[src/rtl/dot_sched_if.sv]
// Command/result, operand-buffer and DSP-bank signals of the dot-product scheduler.
// The slave modport is the scheduler; master is the sequencer/SRAM/DSP side.
interface dot_sched_if #(
  parameter int LANES  = 16,
  parameter int ADDR_W = 8,
  parameter int LEN_W  = 8,
  parameter int ACC_W  = 32
);
  localparam int OP_W = 18;
  localparam int PR_W = 37;

  logic                    cmd_valid;
  logic                    cmd_ready;
  logic [LEN_W-1:0]        cmd_len;
  logic [ADDR_W-1:0]       cmd_base_a;
  logic [ADDR_W-1:0]       cmd_base_b;
  logic                    rd_en;
  logic [ADDR_W-1:0]       rd_addr_a;
  logic [ADDR_W-1:0]       rd_addr_b;
  logic [LANES*8-1:0]      rd_data_a;
  logic [LANES*8-1:0]      rd_data_b;
  logic [LANES*OP_W-1:0]   dsp_a;
  logic [LANES*OP_W-1:0]   dsp_b;
  logic                    dsp_ce;
  logic [LANES*PR_W-1:0]   dsp_out;
  logic                    res_valid;
  logic                    res_ready;
  logic [ACC_W-1:0]        res_data;
  logic                    busy;

  modport slave (
    input  cmd_valid, cmd_len, cmd_base_a, cmd_base_b, rd_data_a, rd_data_b, dsp_out, res_ready,
    output cmd_ready, rd_en, rd_addr_a, rd_addr_b, dsp_a, dsp_b, dsp_ce, res_valid, res_data, busy
  );

  modport master (
    output cmd_valid, cmd_len, cmd_base_a, cmd_base_b, rd_data_a, rd_data_b, dsp_out, res_ready,
    input  cmd_ready, rd_en, rd_addr_a, rd_addr_b, dsp_a, dsp_b, dsp_ce, res_valid, res_data, busy
  );
endinterface

[src/rtl/dot_sched.sv]
// One job at a time: streams len chunks from the A/B buffers into the DSP bank and
// sums the low 16 bits of all lane products; result held on res_valid until res_ready.
module dot_sched #(
  parameter int LANES   = 16,
  parameter int ADDR_W  = 8,
  parameter int LEN_W   = 8,
  parameter int DSP_LAT = 2,
  parameter int ACC_W   = 32
) (
  input logic        clk,
  input logic        rst_n,
  dot_sched_if.slave bus
);
  localparam int OP_W  = 18;
  localparam int PR_W  = 37;
  localparam int SUM_W = 16;
  localparam logic [DSP_LAT:0] LAST_ONLY = {1'b1, {DSP_LAT{1'b0}}};

  typedef enum logic [1:0] {IDLE, ISSUE, DRAIN, RESULT} state_t;

  state_t                  state;
  state_t                  state_nxt;
  logic [LEN_W-1:0]        len_q;
  logic [LEN_W-1:0]        cnt;
  logic [ADDR_W-1:0]       base_a;
  logic [ADDR_W-1:0]       base_b;
  logic [ACC_W-1:0]        acc;
  logic [ACC_W-1:0]        lane_sum;
  logic                    rd_vld;
  logic [DSP_LAT:0]        vld_sr;
  logic [LANES*OP_W-1:0]   op_a;
  logic [LANES*OP_W-1:0]   op_b;
  logic                    cmd_fire;
  logic                    last_rd;
  logic                    drain_done;

  assign cmd_fire   = bus.cmd_valid && bus.cmd_ready;
  assign last_rd    = (cnt == len_q - LEN_W'(1));
  // Only the final chunk is still in flight once everything behind it is empty.
  assign drain_done = (vld_sr == LAST_ONLY) && !rd_vld;

  assign bus.rd_addr_a = base_a + ADDR_W'(cnt);
  assign bus.rd_addr_b = base_b + ADDR_W'(cnt);
  assign bus.res_data  = acc;

  always_ff @(posedge clk or negedge rst_n) begin
    if (!rst_n) state <= IDLE;
    else        state <= state_nxt;
  end

  always_comb begin
    state_nxt     = state;
    bus.cmd_ready = 1'b0;
    bus.rd_en     = 1'b0;
    bus.dsp_ce    = 1'b0;
    bus.res_valid = 1'b0;
    bus.busy      = 1'b1;
    case (state)
      IDLE: begin
        bus.busy      = 1'b0;
        bus.cmd_ready = rst_n;
        if (bus.cmd_valid)
          state_nxt = (bus.cmd_len == '0) ? RESULT : ISSUE;
      end
      ISSUE: begin
        bus.rd_en  = 1'b1;
        bus.dsp_ce = 1'b1;
        if (last_rd) state_nxt = DRAIN;
      end
      DRAIN: begin
        bus.dsp_ce = 1'b1;
        if (drain_done) state_nxt = RESULT;
      end
      RESULT: begin
        bus.res_valid = 1'b1;
        if (bus.res_ready) state_nxt = IDLE;
      end
      default: state_nxt = IDLE;
    endcase
  end

  always_ff @(posedge clk or negedge rst_n) begin
    if (!rst_n) begin
      len_q  <= '0;
      cnt    <= '0;
      base_a <= '0;
      base_b <= '0;
      acc    <= '0;
    end else if (cmd_fire) begin
      len_q  <= bus.cmd_len;
      base_a <= bus.cmd_base_a;
      base_b <= bus.cmd_base_b;
      cnt    <= '0;
      acc    <= '0;
    end else begin
      if (state == ISSUE)    cnt <= cnt + LEN_W'(1);
      if (vld_sr[DSP_LAT])   acc <= acc + lane_sum;
    end
  end

  always_comb begin
    op_a = '0;
    op_b = '0;
    if (rd_vld) begin
      for (int z = 0; z < LANES; z++) begin
        op_a[z*OP_W +: OP_W] = {{(OP_W-8){1'b0}}, bus.rd_data_a[z*8 +: 8]};
        op_b[z*OP_W +: OP_W] = {{(OP_W-8){1'b0}}, bus.rd_data_b[z*8 +: 8]};
      end
    end
  end

  // Upper product bits [36:16] never contribute.
  always_comb begin
    lane_sum = '0;
    for (int z = 0; z < LANES; z++)
      lane_sum = lane_sum + ACC_W'(bus.dsp_out[z*PR_W +: SUM_W]);
  end

  always_ff @(posedge clk or negedge rst_n) begin
    if (!rst_n) begin
      rd_vld    <= 1'b0;
      vld_sr    <= '0;
      bus.dsp_a <= '0;
      bus.dsp_b <= '0;
    end else begin
      rd_vld    <= bus.rd_en;
      vld_sr    <= {vld_sr[DSP_LAT-1:0], rd_vld};
      bus.dsp_a <= op_a;
      bus.dsp_b <= op_b;
    end
  end
endmodule

[src/flat_wrapper.sv]
// flat-port wrapper written by rule: the top's interface ports become plain ports
module dot_sched_flat 
#(
  parameter int LANES   = 16,
  parameter int ADDR_W  = 8,
  parameter int LEN_W   = 8,
  parameter int DSP_LAT = 2,
  parameter int ACC_W   = 32
)
  (clk, rst_n, bus_cmd_valid, bus_cmd_len, bus_cmd_base_a, bus_cmd_base_b, bus_rd_data_a, bus_rd_data_b, bus_dsp_out, bus_res_ready, bus_cmd_ready, bus_rd_en, bus_rd_addr_a, bus_rd_addr_b, bus_dsp_a, bus_dsp_b, bus_dsp_ce, bus_res_valid, bus_res_data, bus_busy);
  dot_sched_if #(.LANES(LANES), .ADDR_W(ADDR_W), .LEN_W(LEN_W), .ACC_W(ACC_W)) bus_i ();
  input logic clk;
  input logic rst_n;
  input wire logic [$bits(bus_i.cmd_valid)-1:0] bus_cmd_valid;
  input wire logic [$bits(bus_i.cmd_len)-1:0] bus_cmd_len;
  input wire logic [$bits(bus_i.cmd_base_a)-1:0] bus_cmd_base_a;
  input wire logic [$bits(bus_i.cmd_base_b)-1:0] bus_cmd_base_b;
  input wire logic [$bits(bus_i.rd_data_a)-1:0] bus_rd_data_a;
  input wire logic [$bits(bus_i.rd_data_b)-1:0] bus_rd_data_b;
  input wire logic [$bits(bus_i.dsp_out)-1:0] bus_dsp_out;
  input wire logic [$bits(bus_i.res_ready)-1:0] bus_res_ready;
  output wire logic [$bits(bus_i.cmd_ready)-1:0] bus_cmd_ready;
  output wire logic [$bits(bus_i.rd_en)-1:0] bus_rd_en;
  output wire logic [$bits(bus_i.rd_addr_a)-1:0] bus_rd_addr_a;
  output wire logic [$bits(bus_i.rd_addr_b)-1:0] bus_rd_addr_b;
  output wire logic [$bits(bus_i.dsp_a)-1:0] bus_dsp_a;
  output wire logic [$bits(bus_i.dsp_b)-1:0] bus_dsp_b;
  output wire logic [$bits(bus_i.dsp_ce)-1:0] bus_dsp_ce;
  output wire logic [$bits(bus_i.res_valid)-1:0] bus_res_valid;
  output wire logic [$bits(bus_i.res_data)-1:0] bus_res_data;
  output wire logic [$bits(bus_i.busy)-1:0] bus_busy;
  assign bus_i.cmd_valid = bus_cmd_valid;
  assign bus_i.cmd_len = bus_cmd_len;
  assign bus_i.cmd_base_a = bus_cmd_base_a;
  assign bus_i.cmd_base_b = bus_cmd_base_b;
  assign bus_i.rd_data_a = bus_rd_data_a;
  assign bus_i.rd_data_b = bus_rd_data_b;
  assign bus_i.dsp_out = bus_dsp_out;
  assign bus_i.res_ready = bus_res_ready;
  assign bus_cmd_ready = bus_i.cmd_ready;
  assign bus_rd_en = bus_i.rd_en;
  assign bus_rd_addr_a = bus_i.rd_addr_a;
  assign bus_rd_addr_b = bus_i.rd_addr_b;
  assign bus_dsp_a = bus_i.dsp_a;
  assign bus_dsp_b = bus_i.dsp_b;
  assign bus_dsp_ce = bus_i.dsp_ce;
  assign bus_res_valid = bus_i.res_valid;
  assign bus_res_data = bus_i.res_data;
  assign bus_busy = bus_i.busy;
  dot_sched #(.LANES(LANES), .ADDR_W(ADDR_W), .LEN_W(LEN_W), .DSP_LAT(DSP_LAT), .ACC_W(ACC_W)) u_core (.clk(clk), .rst_n(rst_n), .bus(bus_i));
endmodule
[config.mk]
export PLATFORM = sky130hd
export DESIGN_NAME = dot_sched_flat
export DESIGN_NICKNAME = d
export VERILOG_FILES = /design/src/rtl/dot_sched_if.sv /design/src/rtl/dot_sched.sv /design/src/flat_wrapper.sv
export SDC_FILE = /design/constraint.sdc
export NUM_CORES = 1
export LEC_CHECK = 0
export BUFFER_PORTS_ARGS = -buffer_cell sky130_fd_sc_hd__buf_2
export CAP_MARGIN = 20
export CORE_AREA = 3 3 578 580
export CTS_BUF_LIST = sky130_fd_sc_hd__clkbuf_8 sky130_fd_sc_hd__clkbuf_16
export DETAILED_ROUTE_END_ITERATION = 7
export DIE_AREA = 0 0 581 583
export GPL_ROUTABILITY_DRIVEN = 0
export PLACE_DENSITY = 0.3
export SYNTH_ARGS = -nofsm -noshare
export SYNTH_HDL_FRONTEND = slang
export SYNTH_SLANG_ARGS = --single-unit
[constraint.sdc]
create_clock -name clk -period 4.6 [get_ports clk]
set_input_delay 0.92 -clock clk [delete_from_list [all_inputs] [get_ports clk]]
set_output_delay 0.92 -clock clk [all_outputs]
set_load 0.01 [all_outputs]
==> metrics.yaml <==
layout:
  multi_input_area_um2: 11900
  fill_cells: 38400
  stdcell_area_um2: 34300
  drive_gt1_share_pct: 38.9
  final_cell_mix: "buf_2, dfrtp_1, conb_1, inv_1, and2_1"
  ff_latch_area_um2: 8160
  final_nets: 4176
  syn_to_final_growth_pct: 57.5
  fin_cells: 7656
  mostFrequentLayoutCell: "buf_2"
synthesis:
  synthSimpleGateAreaFrac_pct: 12.0
  async_flop_share_pct: 100
  synthMuxAreaShare_pct: 0.932
  yosys_warnings: 0
  synth-main-ff-cell: "dfrtp_1"
  synth_cell_types: 59
  synth-xor-area-share_pct: 2.38
  synth_compound_area_share_pct: 4.58
  synth_fa_ha_area_share_pct: 25.3
  ys_seq_elements: 326
  synthesis.area_um2: 21700
  syn_area_per_cell_um2: 10.8
  yosysSeqAreaShare_pct: 37.5
  netlist_instances: 2021
  synth_edf_count: 0
  synth_top_family_by_area: "adder cells"
global_route:
  grt.total_usage_pct: 9.46
  grt_pass1_vias: 19200
  overflow: 0
  grt_antenna_before_repair: 146
  grt_pass1_wl_um: 205000
  grt_max_degree: 200
timing:
  fin_skew_ns: 0.0301
  timing.slew.headroom_pct: 30.3
  finalHoldViolCount: 0
  report.final.slew_viol_count: 0
  min_period_ns: 6.91
  whs_ns: 0.169
  finalSetupViolCount: 30
  worst_pin_slew_ns: 1.05
  fin_ws_ns: -2.31
  timing.fmax_mhz: 145
  rsz0062_at_grt: "true"
  period_share_pct: 150
clock_network:
  cts.htree.levels: 2
  cts_tree: "built"
  clk_latency_ns: 0.65
  cts_buffer_depth: 3
  cts_sinks: 326
  cts_buffers: 46
  postCtsHoldBufs: 0
  cts-root-buf: "clkbuf_16"
  cts.clk_slew.worst_paths_ns: 0.06
worst_setup_path:
  worstPathRequired_ns: 5.18
  slowest_delay_ns: 0.54
  crit_path_end_kind: "flop"
  critPathTopFamily: "adder cells"
  crit_buf_inv: 6
  crit_top_cell: "fa_2"
  crit_arrival_ns: 7.49
  critPathKind: "input port to flop"
  crit_fanout: 3
  critPathSlowestCell: "fa_2"
  startpoint_type: "input port"
floorplanning:
  rows: 211
  dieArea_um2: 339000
  fp.dieW_um: 581
  io_pins: 1505
  die_y_um: 583
  design.core.area_um2: 330000
  start_util_pct: 6.60
detailed_routing:
  drt_wl_total_um: 165000
  post_drt_via_cell_ratio: 2.30
  ant_nets: 0
  dr.pass1.iters: 4
  vias: 17600
  wl_per_cell_um: 21.5
  drt_iter0_drc: 509
  drc: 0
placement:
  postPlaceCellArea_um2: 31400
  port_buffers: 848
  preCtsSetupSlack_ns: -3.13
  hpwl_um: 148000
  placed_cells: 7301
hold_path:
  hp-class: "input port to asynchronous set/reset pin"
run_status:
  violations: "setup timing"
  status: "finished with violations"
run:
  drv_cap: 0
## per-stage QoR
step,utilization [%],TNS [ns]
finish,10.4,-54.65
global route,10.3,-59.56
CTS,10.1,-52.07
detailed placement,9.52,-79.68
global placement,9.52,-80.87
floorplan,-,-53.27
## state kept, by name, summed over array words and instances (netlist names)
name,cells
u_core.bus.res_data,32
u_core.state,2
u_core.bus.dsp_a,128
u_core.cnt,8
u_core.base_b,8
u_core.base_a,8
u_core.vld_sr,3
u_core.rd_vld,1
u_core.bus.dsp_b,128
u_core.len_q,8
## layer usage
layer	wire, um	part of all wire [%]	up-vias	GRT usage [%]
met4	12400	7.5	66	6.36
met2	77300	47	1045	15.6
met1	50700	31	8466	8.40
met3	24100	15	277	6.29
li1	-	-	7759	-
met5	399	0.24	-	0
## logic make-up (layout without fill, tap and decap cells)
kind of cell    after synthesis  in the layout
other cells                   1            585
simple gates                477            477
xor+xnor                     59             59
buf+inv                     676           1361
flops                       326            326
mux                          20             20
compound gates              156            156
fa+ha+maj                   306            306
## worst paths after layout
check,from,endpoint,slack [ns],cells after the start
max,bus_dsp_out[0],u_core.bus.res_data[31]$_DFFE_PN0P_,-2.31,28
min,rst_n,u_core.bus.dsp_b[74]$_DFF_PN0_,0.17,1
max reg2reg,u_core.bus.res_data[16]$_DFFE_PN0P_,u_core.bus.res_data[31]$_DFFE_PN0P_,-0.13,16
min reg2reg,u_core.vld_sr[1]$_DFF_PN0_,u_core.vld_sr[2]$_DFF_PN0_,0.37,0
max in group asynchronous,rst_n,u_core.bus.res_data[1]$_DFFE_PN0P_,2.89,4
min in group clk,u_core.vld_sr[1]$_DFF_PN0_,u_core.vld_sr[2]$_DFF_PN0_,0.37,0
## synth_stat cells, types with 4 or more instances
| master | count | share of area [%] |
|---|---|---|
| nand4_1 | 12 | 0.35 |
| mux2i_1 | 18 | 0.83 |
| o21a_1 | 8 | 0.28 |
| nand2b_1 | 5 | 0.14 |
| nand3_1 | 10 | 0.23 |
| nor2_1 | 53 | 0.91 |
| and3_1 | 5 | 0.14 |
| o21ai_0 | 36 | 0.83 |
| inv_1 | 305 | 5.3 |
| buf_4 | 320 | 11 |
| a21o_1 | 16 | 0.55 |
| or3_1 | 6 | 0.17 |
| fa_1 | 224 | 21 |
| nand2_1 | 98 | 1.7 |
| a211oi_1 | 6 | 0.21 |
| xor2_1 | 26 | 1.0 |
| nor2b_1 | 4 | 0.12 |
| buf_2 | 5 | 0.12 |
| buf_1 | 5 | 0.086 |
| ha_1 | 82 | 4.7 |
| a21oi_1 | 46 | 1.1 |
| dfrtp_1 | 326 | 38 |
| or4_1 | 4 | 0.14 |
| clkbuf_1 | 41 | 0.71 |
| and2_1 | 259 | 7.4 |
| o211ai_1 | 4 | 0.14 |
| xnor2_1 | 33 | 1.3 |
| o21bai_1 | 9 | 0.31 |
| nor3_1 | 7 | 0.16 |
## worst reg2reg max path, stage by stage, from the launching register on
cell and delay (ns):
dfrtp_1 0.41, ha_1 0.31, ha_1 0.28, fa_1 0.48
inv_1 0.05, fa_1 0.45, fa_1 0.40, fa_1 0.52
inv_1 0.05, ha_1 0.31, buf_4 0.18, nand3_1 0.12
a21oi_1 0.21, a211o_1 0.28, nor2_2 0.10, or4_4 0.48
nand2_2 0.06
## cell type report
cell class | count | share of cell area (%)
multi-input combinational | 1338 | 34.8
sequential | 326 | 23.8
tap | 4366 | 15.9
timing repair buffer | 977 | 15.9
clock buffer | 55 | 3.72
inverter | 305 | 3.34
antenna | 265 | 1.94
clock inverter | 24 | 0.500
## repair_timing
action	4_1_cts	5_1_grt
endpoints found under the setup margin	30	30
resized for setup	66	67
setup buffers	15	12
pin swaps	50	55
Power is not shown: default switching activity piles up to over one toggle a cycle in this logic, so the estimate is an artifact.
